==> src/rtl/rtype_sequencer.sv <==
// Multi-cycle FETCH/DECODE/EXEC/WB sequencer for R-type instructions. Takes 4 cycles per instruction
// plus one per fetch wait cycle. Holds imem_req until ack; an illegal opcode or a fetch timeout halts it (sticky).
module rtype_sequencer #(
   parameter logic [31:0] RESET_PC  = 32'h0000_0000,
   parameter int          CNT_W     = 32,
   parameter int          FETCH_TMO = 255
) (
   input  logic             clock,
   input  logic             reset,
   output logic             imem_req,
   output logic [31:0]      imem_addr,
   input  logic             imem_ack,
   input  logic [31:0]      imem_rdata,
   output logic [4:0]       rs1_addr,
   output logic [4:0]       rs2_addr,
   output logic [4:0]       rd_addr,
   output logic [3:0]       alu_control,
   output logic             rf_we,
   output logic [31:0]      pc,
   output logic [CNT_W-1:0] retired,
   output logic             halted,
   output logic [1:0]       err_code
);

   localparam int             TMO_W    = $clog2(FETCH_TMO + 1);
   localparam logic [TMO_W-1:0] TMO_LAST = TMO_W'(FETCH_TMO - 1);
   localparam logic [6:0]     OP_RTYPE = 7'b0110011;

   typedef enum logic [2:0] {
      S_FETCH,
      S_DECODE,
      S_EXEC,
      S_WB,
      S_HALT
   } state_t;

   state_t           state, state_nxt;
   logic [31:0]      ir;
   logic [TMO_W-1:0] tmo_cnt;
   logic             fetch_take;
   logic             tmo_hit;
   logic             dec_ok;
   logic [3:0]       dec_alu;

   assign imem_addr = pc;
   assign rs1_addr  = ir[19:15];
   assign rs2_addr  = ir[24:20];
   assign rd_addr   = ir[11:7];

   // Decode is legal only for the R-type opcode and an exact funct7 match.
   always_comb begin
      dec_ok  = 1'b0;
      dec_alu = 4'b0000;
      if (ir[6:0] == OP_RTYPE) begin
         case (ir[14:12])
            3'd0: begin
               if (ir[31:25] == 7'h00) begin dec_ok = 1'b1; dec_alu = 4'b0010; end
               else if (ir[31:25] == 7'h20) begin dec_ok = 1'b1; dec_alu = 4'b0100; end
            end
            3'd1: if (ir[31:25] == 7'h00) begin dec_ok = 1'b1; dec_alu = 4'b0011; end
            3'd2: if (ir[31:25] == 7'h00) begin dec_ok = 1'b1; dec_alu = 4'b1000; end
            3'd3: if (ir[31:25] == 7'h00) begin dec_ok = 1'b1; dec_alu = 4'b1001; end
            3'd4: if (ir[31:25] == 7'h00) begin dec_ok = 1'b1; dec_alu = 4'b0111; end
            3'd5: begin
               if (ir[31:25] == 7'h00) begin dec_ok = 1'b1; dec_alu = 4'b0101; end
               else if (ir[31:25] == 7'h20) begin dec_ok = 1'b1; dec_alu = 4'b1010; end
            end
            3'd6: if (ir[31:25] == 7'h00) begin dec_ok = 1'b1; dec_alu = 4'b0001; end
            default: if (ir[31:25] == 7'h00) begin dec_ok = 1'b1; dec_alu = 4'b0000; end
         endcase
      end
   end

   always_ff @(posedge clock) begin
      if (reset) state <= S_FETCH;
      else       state <= state_nxt;
   end

   always_comb begin
      state_nxt  = state;
      fetch_take = 1'b0;
      tmo_hit    = 1'b0;
      rf_we      = 1'b0;
      halted     = 1'b0;
      case (state)
         S_FETCH: begin
            if (imem_req && imem_ack) begin
               fetch_take = 1'b1;
               state_nxt  = S_DECODE;
            end else if (imem_req && (tmo_cnt == TMO_LAST)) begin
               tmo_hit   = 1'b1;
               state_nxt = S_HALT;
            end
         end
         S_DECODE: state_nxt = dec_ok ? S_EXEC : S_HALT;
         S_EXEC:   state_nxt = S_WB;
         S_WB: begin
            // Writes to x0 are suppressed but the instruction still retires.
            rf_we     = (ir[11:7] != 5'd0);
            state_nxt = S_FETCH;
         end
         S_HALT:   halted = 1'b1;
         default:  state_nxt = S_HALT;
      endcase
   end

   always_ff @(posedge clock) begin
      if (reset) begin
         pc          <= RESET_PC;
         ir          <= 32'h0;
         alu_control <= 4'b0000;
         imem_req    <= 1'b0;
         retired     <= '0;
         err_code    <= 2'b00;
         tmo_cnt     <= '0;
      end else begin
         // Registered request: rises one cycle after reset, drops the cycle after ack.
         imem_req <= (state_nxt == S_FETCH);
         if (state == S_FETCH && imem_req)
            tmo_cnt <= fetch_take ? '0 : tmo_cnt + 1'b1;
         if (fetch_take)
            ir <= imem_rdata;
         if (state == S_DECODE) begin
            if (dec_ok) alu_control <= dec_alu;
            else        err_code    <= 2'b01;
         end
         if (tmo_hit)
            err_code <= 2'b10;
         if (state == S_WB) begin
            pc      <= pc + 32'd4;
            retired <= retired + CNT_W'(1);
         end
      end
   end

endmodule

==> config.mk <==
export PLATFORM = sky130hd
export DESIGN_NAME = rtype_sequencer
export DESIGN_NICKNAME = d
export VERILOG_FILES = /design/src/rtl/rtype_sequencer.sv
export SDC_FILE = /design/constraint.sdc
export NUM_CORES = 1
export LEC_CHECK = 0
export BUFFER_PORTS_ARGS = -buffer_cell sky130_fd_sc_hd__buf_2
export CORE_MARGIN = 10
export CORE_UTILIZATION = 52
export CTS_CLUSTER_DIAMETER = 100
export DETAILED_ROUTE_END_ITERATION = 10
export PLACE_DENSITY = 0.89
export SKIP_LAST_GASP = 1
export SLEW_MARGIN = 15
export SYNTH_ARGS = -nofsm -noshare
export SYNTH_HDL_FRONTEND = slang
export SYNTH_SLANG_ARGS = --single-unit
==> constraint.sdc <==
create_clock -name clock -period 2.62 [get_ports clock]
set_input_delay 0.131 -clock clock [delete_from_list [all_inputs] [get_ports clock]]
set_output_delay 0.131 -clock clock [all_outputs]
set_load 0.02 [all_outputs]
After elaboration in Yosys (flattened, before gate mapping)
Cells that the tools add are included.

storage, ports and cells
  RAM bits = 0
  register bits after elaboration = 114
  latch bits = 0
  memories kept = 0
  memory bits (read-only) = 0
  logic and storage cells = 72
  output and inout port bits = 120
  input port bits = 35

cells by class
  mux-type cells = 31
  $add $sub $neg = 3
  shifts and indexed selects = 0
  multipliers = 0
  divide/modulo/power cells = 0
  reductions and logical operators = 14
  order comparisons = 0
  bitwise logic cells = 1
  equal/unequal tests = 14

operators by type and width
  operator                 number
  $add A32 B1 Y32 const B  1
  $add A32 B3 Y32 const B  1
  $pmux W4 S7              1
  $mux W4                  5
  $mux W3                  6
  $pmux W3 S5              1
  $eq A7 B6 Y1 const B     2
  $mux W1                  13
  $eq A3 B2 Y1 const B     4
  $eq A3 B3 Y1 const B     4
  $logic_not A3 Y1         3
  $add A8 B1 Y8 const B    1
  $eq A8 B8 Y1 const B     1
  $mux W2                  4
  $mux W8                  1
  $logic_not A7 Y1         1
  $eq A3 B1 Y1 const B     2
  $reduce_and A2 Y1        3
  $reduce_bool A5 Y1       1
  $reduce_or A2 Y1         2
  $logic_and A1 B1 Y1      3
  $ne A2 B2 Y1 const B     1
  $reduce_bool A2 Y1       1
  $not A1 Y1               1

Logic depth before layout (Yosys ltp)
  depth in word-level cells = 8
  mapped depth = 7
  depth with buffers taken out = 6

Worst setup path after synthesis
No wires, ideal clock.

  kind = reg-to-reg
  start point = register retired[0]
  end point = register retired[30]
  stages on the path, launching flop included = 7
  library setup time = 0.070 ns
  data required time = 2.550 ns
  path slack = 0.355 ns
  period minus slack after synthesis = 2.265 ns
  path buffers = 1
  data arrival time = 2.194 ns
  cells stage by stage = dfxtp_1 ha_1 nand4b_2 or4_1 clkbuf_1 or4_1 a21oi_1

on the way
  cells in the longest elaborated chain, start to end = 1

ends and longest elaborated chain
  item                      line  source
  start: declaration        20    output logic [CNT_W-1:0] retired,
  start signal: assignment  131   retired <= retired + CNT_W'(1);
  $add A32 B1 Y32           131

Every way passes these cells.
A chain may end at the register's enable or synchronous reset.

Final worst setup path
  start point = register pc[7] (netlist: imem_addr[7])
  end point = register pc[27] (netlist: imem_addr[27])

on the way
  cells in the longest elaborated chain, start to end = 1

ends and longest elaborated chain
  item                      line  source
  start: declaration        19    output logic [31:0] pc,
  start signal: assignment  130   pc <= pc + 32'd4;
  $add A32 B3 Y32           130

Every way passes these cells.

==> out/results.ini <==
[grt]
antenna_found_initial=0
grt_pass1_vias=4689
grt_max_degree=40
globalRouteOverflowTotal=0
track_usage=0.1787
grt_pass1_wl_um=22410

[placed_design]
post-dp-hpwl_um=9833
portBuffers=150
placed_area_um2=5979
gp_congestion=0.8077

[clock_tree]
clk_latency_ns=0.36
cts_made_buffers=9
path_clk_slew_ns=0.10
postCtsSetupRepairBufs=0
clockRootBuffer=clkbuf_8
clock_path_buffers=2
ctsResizeCount=0
tritoncts=yes
holdBufCountCts=32
cts_sinks=112
htree_levels=3

[final_layout]
synthToLayoutAreaGrowth_pct=19.60
fin_util=0.6351
drive_above_1_share=0.2535
num_antenna_cells=0
final_cell_area_um2=6497
final_nets=827

[detailed_routing]
maxUsedRoutingLayer=met4
drt-total-wl_um=13950
remaining_drc_errors=0
wl_met1_um=5694
via_per_inst=5.394
detail-route-antenna-nets=0
vias=5011
dr_wl_met2_um=6849
wl_met3_um=1214
drt_iter0_drc=304
wl_per_cell_um=15.01
dr.pass1.iters=5

[pwr]
irDropWorstVdd_mv=0.4284
leakage_nw=2.645
power_mw=3.069
power_density_nw_per_um2=472.4

[yosys]
synth_edf_count=0
ys_ff_latch=112
ys_warn_count=0
yosysSeqAreaShare=0.4127
syn_inst=659
async_reset_ff_frac=0
synth.distinct_cells=52
synth_area_um2=5433
synth_top_flop_cell=dfxtp_1
synth_area_per_cell_um2=8.244

[setup_path]
required_ns=2.88
critPathLaunchType=register
path_class=register to register
worstReg2RegStart=imem_addr[7]
path_max_fanout=16
critical_path.top_delay_family=simple AND/OR/NAND/NOR gates
worstPathArrival_ns=2.62
endpoint_kind=register
slowest_stage=or4_1
max_stage_delay_ns=0.83
crit_chain=nand4_1 -> or4_1 -> nor4_1 -> mux2_2
crit_start=imem_addr[7]
path_buf_inv=0

[timing]
fmax_mhz=423.5
setup_viol=0
holdWs_ns=0.1297
drv_slew=0
period_minus_slack_ns=2.361
worstMarginPinSlew_ns=0.6139
rsz0062_at_grt=no
max_slew_margin=0.5869
hold_viol_final=0
min_period_over_period=0.9013
skew_ns=0.006801
fin_setup_tns_ns=0

[worst_hold_path]
holdCritPathClass=input port to register
hold_start=imem_ack

[floorplan]
core_um2=10230
fp.dieArea_um2=14940
die_h_um=122.2
io_pins=155
fp.dieW_um=122.2
start_util=0.5310
num_rows=37

[run_status]
status=finished, final reports clean

[run]
drv_cap=0

==> synthesized netlist by cell type (all sizes together) (3+ instances only) <==
cell / instances / area, µm²
or3: 10 / 62.56
mux2: 8 / 90.09
dfxtp: 112 / 2242
xnor2: 17 / 148.9
inv: 14 / 52.55
nor2b: 7 / 43.79
and3: 3 / 18.77
xor2: 12 / 105.1
or2: 6 / 37.54
a21oi: 70 / 350.3
nor3: 8 / 40.04
o31ai: 22 / 165.2
o21ai: 12 / 60.05
clkbuf: 26 / 97.59
and2: 7 / 43.80
nand4: 22 / 137.6
and4: 4 / 35.03
or4: 26 / 195.2
ha: 4 / 50.05
nand2: 94 / 352.8
nor2: 44 / 165.2
nand3b: 3 / 22.52
nor4: 15 / 100.1
nand4b: 4 / 41.29
buf: 58 / 417.9
nand3: 24 / 120.1
==> registers in the layout, summed over array words and instances (netlist names) <==
name	flops
imem_addr	30
state	3
imem_req	1
retired	32
err_code	2
alu_control	4
tmo_cnt	8
ir	32
==> cells by family after synthesis <==
family | Yosys count | synth area share
and+or+nand+nor | 289 | 0.2819
AOI/OAI and AO/OA | 116 | 0.1239
DFF | 112 | 0.4127
buffers and inverters | 98 | 0.1046
xor gates and xnor gates | 29 | 0.04675
muxes | 10 | 0.02027
adders and majority gates | 4 | 0.009213
other | 1 | 0.0006903
==> power by group <==
group,total (mW),internal (mW),switching (mW)
Sequential,1.76,1.74,0.0272
Combinational,0.268,0.114,0.154
Clock,1.04,0.474,0.565
Total,3.07,2.32,0.746
==> worst min-delay path, stage by stage <==
cell and delay, ns:
buf_2 0.11, nand2_1 0.13, a21oi_1 0.08
==> worst paths after layout <==
check / endpoint / slack (ns) / cells after the start
setup / recovery: imem_addr[27] / 0.26 / 4
hold / removal: state[0] / 0.13 / 3
setup reg to reg: imem_addr[27] / 0.26 / 4
hold reg to reg: ir[31] / 0.46 / 2
==> routing by layer <==
| layer | GRT usage | vias to the layer above |
|---|---|---|
| li1 | - | 2531 |
| met1 | 0.2022 | 2335 |
| met2 | 0.2988 | 127 |
| met3 | 0.07713 | 18 |
| met4 | 0.05596 | 0 |
| met5 | 0 | - |
==> per-stage QoR <==
step           setup WS, ns  instances
4_1_cts              0.2594        929
6_report             0.2587        929
3_5_place_dp         0.2719        881
5_1_grt             0.05593        929
2_1_floorplan        0.3551        662
3_3_place_gp         0.3391        881
==> cell usage in the layout, fill, tap and decap left out, drive strengths merged, types with 6 or more instances in the layout <==
cell,instances
a21oi,70
nor3,8
or4,26
buf,167
or2,6
xnor2,17
nor4,15
mux2,8
o21ai,12
xor2,12
clkbuf,12
inv,15
nor2,44
nand4,22
nor2b,7
nand3,24
nand2,94
o31ai,22
dlygate4sd3,32
dfxtp,112
and2,7
or3,10
==> layout make-up <==
cell class,instances,area (µm²)
Clock buffer,12,145.1
Clock inverter,4,52.55
Fill cell,898,3734
Inverter,14,52.55
Multi-Input combinational cell,452,2634
Sequential cell,112,2242
Tap cell,136,170.2
Timing Repair Buffer,199,1201
Power figures use the tool's default switching activity.
